`config.mk`:
```
export PLATFORM = sky130hd
export DESIGN_NAME = regfile_wb_arbiter
export DESIGN_NICKNAME = d
export VERILOG_FILES = /design/src/rtl/regfile_pkg.sv /design/src/rtl/rr_arbiter2.sv /design/src/rtl/regfile_wb_arbiter.sv
export SDC_FILE = /design/constraint.sdc
export NUM_CORES = 1
export LEC_CHECK = 0
export CORE_MARGIN = 2
export CORE_UTILIZATION = 36
export CTS_CLUSTER_DIAMETER = 200
export CTS_CLUSTER_SIZE = 14
export DETAILED_ROUTE_END_ITERATION = 7
export PLACE_DENSITY = 0.84
export SYNTH_ARGS = -nofsm -noshare
export SYNTH_HDL_FRONTEND = slang
export SYNTH_HIERARCHICAL = 1
export SYNTH_SLANG_ARGS = --single-unit
```
`constraint.sdc`:
```
create_clock -name clk -period 1.7 [get_ports clk]
set_clock_uncertainty 0.05 [all_clocks]
set_input_delay 0.17 -clock clk [delete_from_list [all_inputs] [get_ports clk]]
set_output_delay 0.17 -clock clk [all_outputs]
set_load 0.01 [all_outputs]
```
`src/rtl/regfile_pkg.sv`:
```
// Shared constants and types for the RegisterFile writeback arbiter.
package regfile_pkg;

  localparam int XLEN = 64;
  localparam int NREG = 32;
  localparam int AW   = 5;

  typedef enum logic {
    REQ_ALU = 1'b0,
    REQ_MEM = 1'b1
  } req_id_t;

endpackage

```
`src/rtl/rr_arbiter2.sv`:
```
// Two-way round-robin arbiter: req[0]/grant[0] is the ALU, req[1]/grant[1] the load path.
module rr_arbiter2
  import regfile_pkg::*;
(
  input  logic       clk,
  input  logic       reset,
  input  logic [1:0] req,
  output logic [1:0] grant
);

  req_id_t r_last_grant;

  // On a tie, the requester that was not served most recently wins.
  always_comb begin
    grant = 2'b00;
    case (req)
      2'b01:   grant = 2'b01;
      2'b10:   grant = 2'b10;
      2'b11:   grant = (r_last_grant == REQ_MEM) ? 2'b01 : 2'b10;
      default: grant = 2'b00;
    endcase
  end

  always_ff @(posedge clk or negedge reset) begin
    if (!reset) begin
      r_last_grant <= REQ_MEM;
    end else if (grant[0]) begin
      r_last_grant <= REQ_ALU;
    end else if (grant[1]) begin
      r_last_grant <= REQ_MEM;
    end
  end

endmodule

```
`src/rtl/regfile_wb_arbiter.sv`:
```
// Shares the RegisterFile write port between ALU and load writeback and tracks pending rd.
// Optional macro WB_BYPASS_EN adds writeback-cycle forwarding ports for the decode sources.
module regfile_wb_arbiter
  import regfile_pkg::*;
(
  input  logic            clk,
  input  logic            reset,
  input  logic            alu_valid,
  output logic            alu_ready,
  input  logic [AW-1:0]   alu_rd,
  input  logic [XLEN-1:0] alu_data,
  input  logic            mem_valid,
  output logic            mem_ready,
  input  logic [AW-1:0]   mem_rd,
  input  logic [XLEN-1:0] mem_data,
  input  logic            issue_valid,
  input  logic [AW-1:0]   issue_rd,
  input  logic [AW-1:0]   chk_rs1,
  input  logic [AW-1:0]   chk_rs2,
  output logic            rs1_busy,
  output logic            rs2_busy,
  output logic            rf_reg_write,
  output logic [AW-1:0]   rf_write_reg,
  output logic [XLEN-1:0] rf_write_data,
  output logic [NREG-1:0] pending
`ifdef WB_BYPASS_EN
  ,
  output logic            rs1_fwd_valid,
  output logic [XLEN-1:0] rs1_fwd_data,
  output logic            rs2_fwd_valid,
  output logic [XLEN-1:0] rs2_fwd_data
`endif
);

  logic [1:0]      w_grant;
  logic            w_xfer;
  logic [AW-1:0]   w_rd;
  logic [XLEN-1:0] w_data;
  logic [NREG-1:0] w_set;
  logic [NREG-1:0] w_clr;
  logic [NREG-1:0] w_pend_next;

  logic            r_reg_write;
  logic [AW-1:0]   r_write_reg;
  logic [XLEN-1:0] r_write_data;
  logic [NREG-1:0] r_pending;

  rr_arbiter2 u_arb (
    .clk   (clk),
    .reset (reset),
    .req   ({mem_valid, alu_valid}),
    .grant (w_grant)
  );

  assign alu_ready = w_grant[0];
  assign mem_ready = w_grant[1];
  assign w_xfer    = |w_grant;
  assign w_rd      = w_grant[1] ? mem_rd   : alu_rd;
  assign w_data    = w_grant[1] ? mem_data : alu_data;

  // A transfer to x0 completes the handshake but never raises the write strobe.
  always_ff @(posedge clk or negedge reset) begin
    if (!reset) begin
      r_reg_write  <= 1'b0;
      r_write_reg  <= '0;
      r_write_data <= '0;
    end else begin
      r_reg_write <= w_xfer && (w_rd != '0);
      if (w_xfer) begin
        r_write_reg  <= w_rd;
        r_write_data <= w_data;
      end
    end
  end

  always_comb begin
    w_set = '0;
    w_clr = '0;
    if (issue_valid && (issue_rd != '0)) w_set[issue_rd] = 1'b1;
    if (r_reg_write) w_clr[r_write_reg] = 1'b1;
    // Set is applied after clear: a newly issued writer outranks the committing one.
    w_pend_next = (r_pending & ~w_clr) | w_set;
  end

  always_ff @(posedge clk or negedge reset) begin
    if (!reset) begin
      r_pending <= '0;
    end else begin
      r_pending <= {w_pend_next[NREG-1:1], 1'b0};
    end
  end

  assign rf_reg_write  = r_reg_write;
  assign rf_write_reg  = r_write_reg;
  assign rf_write_data = r_write_data;
  assign pending       = r_pending;

`ifdef WB_BYPASS_EN
  assign rs1_fwd_valid = r_reg_write && (r_write_reg == chk_rs1) && (chk_rs1 != '0);
  assign rs2_fwd_valid = r_reg_write && (r_write_reg == chk_rs2) && (chk_rs2 != '0);
  assign rs1_fwd_data  = r_write_data;
  assign rs2_fwd_data  = r_write_data;
  assign rs1_busy      = r_pending[chk_rs1] && !rs1_fwd_valid;
  assign rs2_busy      = r_pending[chk_rs2] && !rs2_fwd_valid;
`else
  // Busy stays up through the commit cycle since the RegisterFile read is still stale.
  assign rs1_busy = r_pending[chk_rs1];
  assign rs2_busy = r_pending[chk_rs2];
`endif

endmodule
```
## After elaboration in Yosys (flattened, before gate mapping)

Cells that the tools add are included.
W data, S select, Z words.

| word-level totals | value |
|---|---|
| register bits | 102 |
| bits of input ports | 158 |
| word-level logic and storage cells | 41 |

| operators by class | value |
|---|---|
| magnitude comparators | 6 |
| eq/ne operators | 3 |
| muxes and demuxes | 16 |
| bitwise operators | 3 |
| reductions and logical operators | 8 |

Operators by type and width:

| kind | count |
|---|---|
| $mux W32 | 2 |
| $mux W64 | 1 |
| $and A32 B32 Y32 | 1 |
| $not A32 Y32 | 1 |
| $or A32 B32 Y32 | 1 |
| $lt A5 B6 Y1 const B | 4 |
| $bmux W1 S5 | 2 |
| $demux W1 S5 | 2 |
| $ge A5 B1 Y1 const B | 2 |
| $reduce_bool A5 Y1 | 2 |
| $mux W1 | 6 |
| $pmux W2 S3 | 1 |
| $mux W5 | 1 |
| $eq A2 B2 Y1 const B | 2 |
| $logic_and A1 B1 Y1 | 4 |
| $eq A2 B1 Y1 const B | 1 |
| $mux W2 | 1 |
| $reduce_bool A2 Y1 | 1 |
| $reduce_or A2 Y1 | 1 |

## Longest topological paths before layout

| logic depth | value |
|---|---|
| word-level depth | 8 |
| mapped depth | 7 |

## By module

The synthesis kept the hierarchy.

Modules (own cells, without submodules):

| module | times used | cells each | area each (um^2) |
|---|---|---|---|
| regfile_wb_arbiter | 1 | 507 | 5064.9 |
| rr_arbiter2 | 1 | 6 | 53.8 |

## Worst setup path after synthesis

No wires, ideal clock.

| timing path | value |
|---|---|
| path type | reg2reg |
| start point | register u_arb.r_last_grant |
| end point | register r_write_data[11], in the netlist rf_write_data[11] |
| library setup time | 136 ps |
| data arrival time | 1720 ps |
| path slack | -206 ps |
| stages on the path, launching flop included | 8 |
| path buffers | 3 |
| path through | dfstp_2 -> inv_1 -> a21boi_1 -> buf_2 -> buf_2 -> buf_4 -> mux2i_1 -> o21ai_0 |

| between the ends | value |
|---|---|
| word-level cells in the longest chain between the ends | 3 |
| elaborated cells between the ends (all ways) | 4 |

Ends and longest elaborated chain:

| element | RTL line | source |
|---|---|---|
| start: declaration | rr_arbiter2.sv:11 | `req_id_t r_last_grant;` |
| start signal: assignment | rr_arbiter2.sv:26 | `r_last_grant <= REQ_MEM;` |
| start signal: assignment | rr_arbiter2.sv:28 | `r_last_grant <= REQ_ALU;` |
| start signal: assignment | rr_arbiter2.sv:30 | `r_last_grant <= REQ_MEM;` |
| $mux W2 | rr_arbiter2.sv:19 | `2'b11: grant = (r_last_grant == REQ_MEM) ? 2'b01 : 2'b10;` |
| $pmux W2 S3 | rr_arbiter2.sv:16 | `case (req)` |
| via alu_ready | regfile_wb_arbiter.sv:9 | `output logic alu_ready,` |
| $reduce_or A2 Y1 | regfile_wb_arbiter.sv:57 | `assign w_xfer = \|w_grant;` |
| end signal: assignment | regfile_wb_arbiter.sv:71 | `r_write_data <= w_data;` |
| end: declaration | regfile_wb_arbiter.sv:45 | `logic [XLEN-1:0] r_write_data;` |

The timed path passes the listed nets, and every way through them passes these cells.
A chain may end at the register's enable or synchronous reset.

## Worst setup path in the final report

| timing path | value |
|---|---|
| start point | register r_pending[7], in the netlist pending[7] |
| end point | output rs1_busy |

| between the ends | value |
|---|---|
| word-level cells in the longest chain between the ends | 2 |

Ends and longest elaborated chain:

| element | RTL line | source |
|---|---|---|
| start: declaration | regfile_wb_arbiter.sv:46 | `logic [NREG-1:0] r_pending;` |
| start signal: assignment | regfile_wb_arbiter.sv:89 | `r_pending <= {w_pend_next[NREG-1:1], 1'b0};` |
| $bmux W1 S5 | regfile_wb_arbiter.sv:107 | `assign rs1_busy = r_pending[chk_rs1];` |
| $mux W1 (implied by the code) | regfile_wb_arbiter.sv:107 |  |
| end: declaration | regfile_wb_arbiter.sv:20 | `output logic rs1_busy,` |

Every way passes these cells. The select of a mux whose other input is x is not followed.

==> summary.md <==
| Metric | Value |
|---|---|
| Status | finished with violations |
| Failing checks | negative setup slack |
| Cell Chain, Critical Path | mux4_2, nand2b_4, o211ai_1, nand4_1, buf_2 |
| RD Place Congestion | 0.9234 |
| CTS buffer count | 9 |
| Synth Area in Adders | 0% |
| Core ar. | 13880 um^2 |
| H-tree Lvls | 3 |
| Wirelength per Cell | about 18 um |
| All-layer global routing usage | 22.95% |
| R2R setup slack | 0.04 ns |
| Starting density of the core | 36.88% |
| FF-to-FF End | rf_write_reg[2] |
| Grt total ovfl | 0 |
| Final WL | 17580 um |
| First-pass GRT wire length | 26810 um |
| Number of diodes | 0 |
| DRT Pass-1 Iters | 4 |
| Setup violations, final | 2 |
| Cell variety after synth | 30 |
| FF-to-FF path depth | 6 |
| Crit-path max FO | 3 |
| Clk buf depth | 2 |
| Power Density | roughly 1100 nW/um^2 |
| Pin count of the biggest net entering global routing | 53 |
| Slowest cell delay on critical path | ~0.48 ns |
| Final core utilization | 63.36% |
| Highest clock rate | around 0.52 GHz |
| Mux cell area share after synthesis | 19.90% |
| Fin crit share | 113.5% |
| Vias in the first global route | between 5000 and 6000 |
| CP startpoint kind | register |
| # fillers | 1151 |
| Placed Instances | 978 |
| CP Capture Type | output pin |
| Crit path max-delay family | multiplexers |
| Required time of the critical path | 1.48 ns |
| Dpl ws | -0.6906 ns |
| CTS root buf | clkbuf_16 |
| Synth Area in Compound Gates | between 15 and 20% |
| # rows | 43 |
| Unrepaired setup endpoints after global routing | true |
| FF+latch count, synth | 102 |
| Cells after Synth | 513 |
| Initial antenna violation count | 0 |
| YS warnings | 6 |
| Clk Latency, worst-skew pair | 0.34 ns |
| Worst r2r src | u_arb/r_last_grant |
| Commonest non-fill, non-tap cell in the layout | clkdlybuf4s50_1 |
| Die Area | between 15000 and 20000 um^2 |
| Drc violations | 0 |
| Share of layout cells above drive strength 1 | 13.73% |
| Final WS setup | -0.2300 ns |
| Fin nets | ~1000 |
| Hold violation count in the final report | 0 |
| Simple logic cell fraction of the synthesized area | a little under an eighth |
| PnR Total Power | 9.678 mW |
| WS Path Type | register to output pin |
| Routed Antenna Nets | 0 |
| Worst path bufs/invs | 1 |
| Clock sinks | 102 |
| Most frequent cells in the layout | clkdlybuf4s50_1 (253), o21ai_0 (130), dfrtp_1 (97) |
| Final Max Slew Viols | 0 |
| Post-synthesis xor/xnor area fraction | 0% |
| Worst path depth | 5 |
| Synth Net Count | 671 |
| TritonCTS clock tree | built |
| DR iter-0 viols | 188 |
| Slowest-stage cell, CP | mux4_2 |
| Synth Cell Area | slightly above 5000 um^2 |
| Hold WC Path Type | primary input to async pin |
| Register area share after synthesis | 49.89% |
| Leak Pwr | 3.692 nW |
| Dpl hpwl | ~14000 um |
| Vias after detailed routing | about 5100 |
| Port bufs | 262 |
| Vias per cell | 5.117 |
| Max IR drop VDD | roughly 0.47 mV |
| CP arrival | 1.71 ns |
| Largest family of logic cells by synthesized area | multiplexers |
| Max-cap violations | 0 |
| Die Y | between 100 and 150 um |
| Die width | around 120 um |
| Worst setup path endpoint | rs1_busy |
| Minimum clock period after layout | roughly 1.9 ns |
| Area Growth Syn to Fin | 71.82% |
| Clock-pin slew on the worst setup and hold paths | roughly 0.07 ns |
| # IOs | approximately 260 |
| Max reg flops | 64 |
| Worst Setup SP | pending[7] |
| Post-Layout Cell Count | around 1000 |
| Mapped Avg Cell Area | approximately 10 um^2 |
[metrics by stage]
step | TNS (ns) | hold WS (ns) | area (um^2)
floorplan | 0 | -0.1756 | 5132
detailed placement | -7.392 | 0.05585 | 8310
finish | -0.4399 | 0.2213 | 8795
global route | -0.5532 | 0.2526 | 8795
global placement | -6.108 | 0.05399 | 8310
CTS | -0.4910 | 0.2315 | 8690
[metal layers]
layer,wire length [um],vias to the layer above,global-route usage [%]
li1,-,2451,-
met1,6659,2449,26.58
met2,9254,209,41.24
met3,1326,23,5.766
met4,344,0,7.599
met5,0,-,0
[Yosys cell counts, drive strengths merged]
cell	n	area [um^2]
or3	2	12.51
nor3	2	10.01
buf	20	97.59
conb	1	3.750
nand2	75	281.5
nand3b	11	82.58
mux2	2	22.52
mux2i	86	860.8
or3b	4	35.03
o21ai	132	660.6
nor2b	5	31.28
a22oi	4	30.03
clkbuf	13	48.80
a21oi	8	40.04
o2111ai	2	17.52
mux4	6	135.1
inv	4	15.01
a211oi	2	15.01
dfstp	1	26.28
dfrtp	101	2527
o211ai	2	15.01
a21boi	2	15.02
nand4	2	12.51
nand3	12	60.06
nor2	10	37.54
nand2b	4	25.02
[power breakdown]
group,total (mW),internal (mW),switching (mW)
registers,3.72,3.07,0.645
logic,4.07,2.47,1.60
clock network,1.89,1.02,0.872
[timing repair]
item                                   CTS  global route
endpoints found under the hold margin   23             0
setup buffers                            3             3
setup endpoints to repair               20            50
hold buffers                             1             0
pin swaps                                5             3
resized for setup                       31            12
gates cloned                             1             2
[worst min path at each step]
stage / endpoint / cells after the start
final: rf_write_data[4] / 2
after floorplan: pending[10] / 0
after global placement: rf_write_data[4] / 1
after detailed placement: rf_write_data[4] / 1
after global routing: rf_write_data[4] / 2
after CTS: rf_write_data[4] / 2
[cell families after synthesis]
family | count (synthesis)
compound gates | 152
buf+inv | 37
flops | 102
simple gates | 127
other cells | 1
mux | 94
[cell type report]
cell class                      count  area [um^2]  share of cell area, %
Timing Repair Buffer              328         3244                  36.89
Clock buffer                       11        242.7                  2.760
Multi-Input combinational cell    374         2485                  28.25
Inverter                            4        15.01                 0.1707
Clock inverter                      4        23.77                 0.2703
Tap cell                          180        225.2                  2.561
Sequential cell                   102         2559                  29.09
No activity file was read; power rests on OpenSTA's default activity.
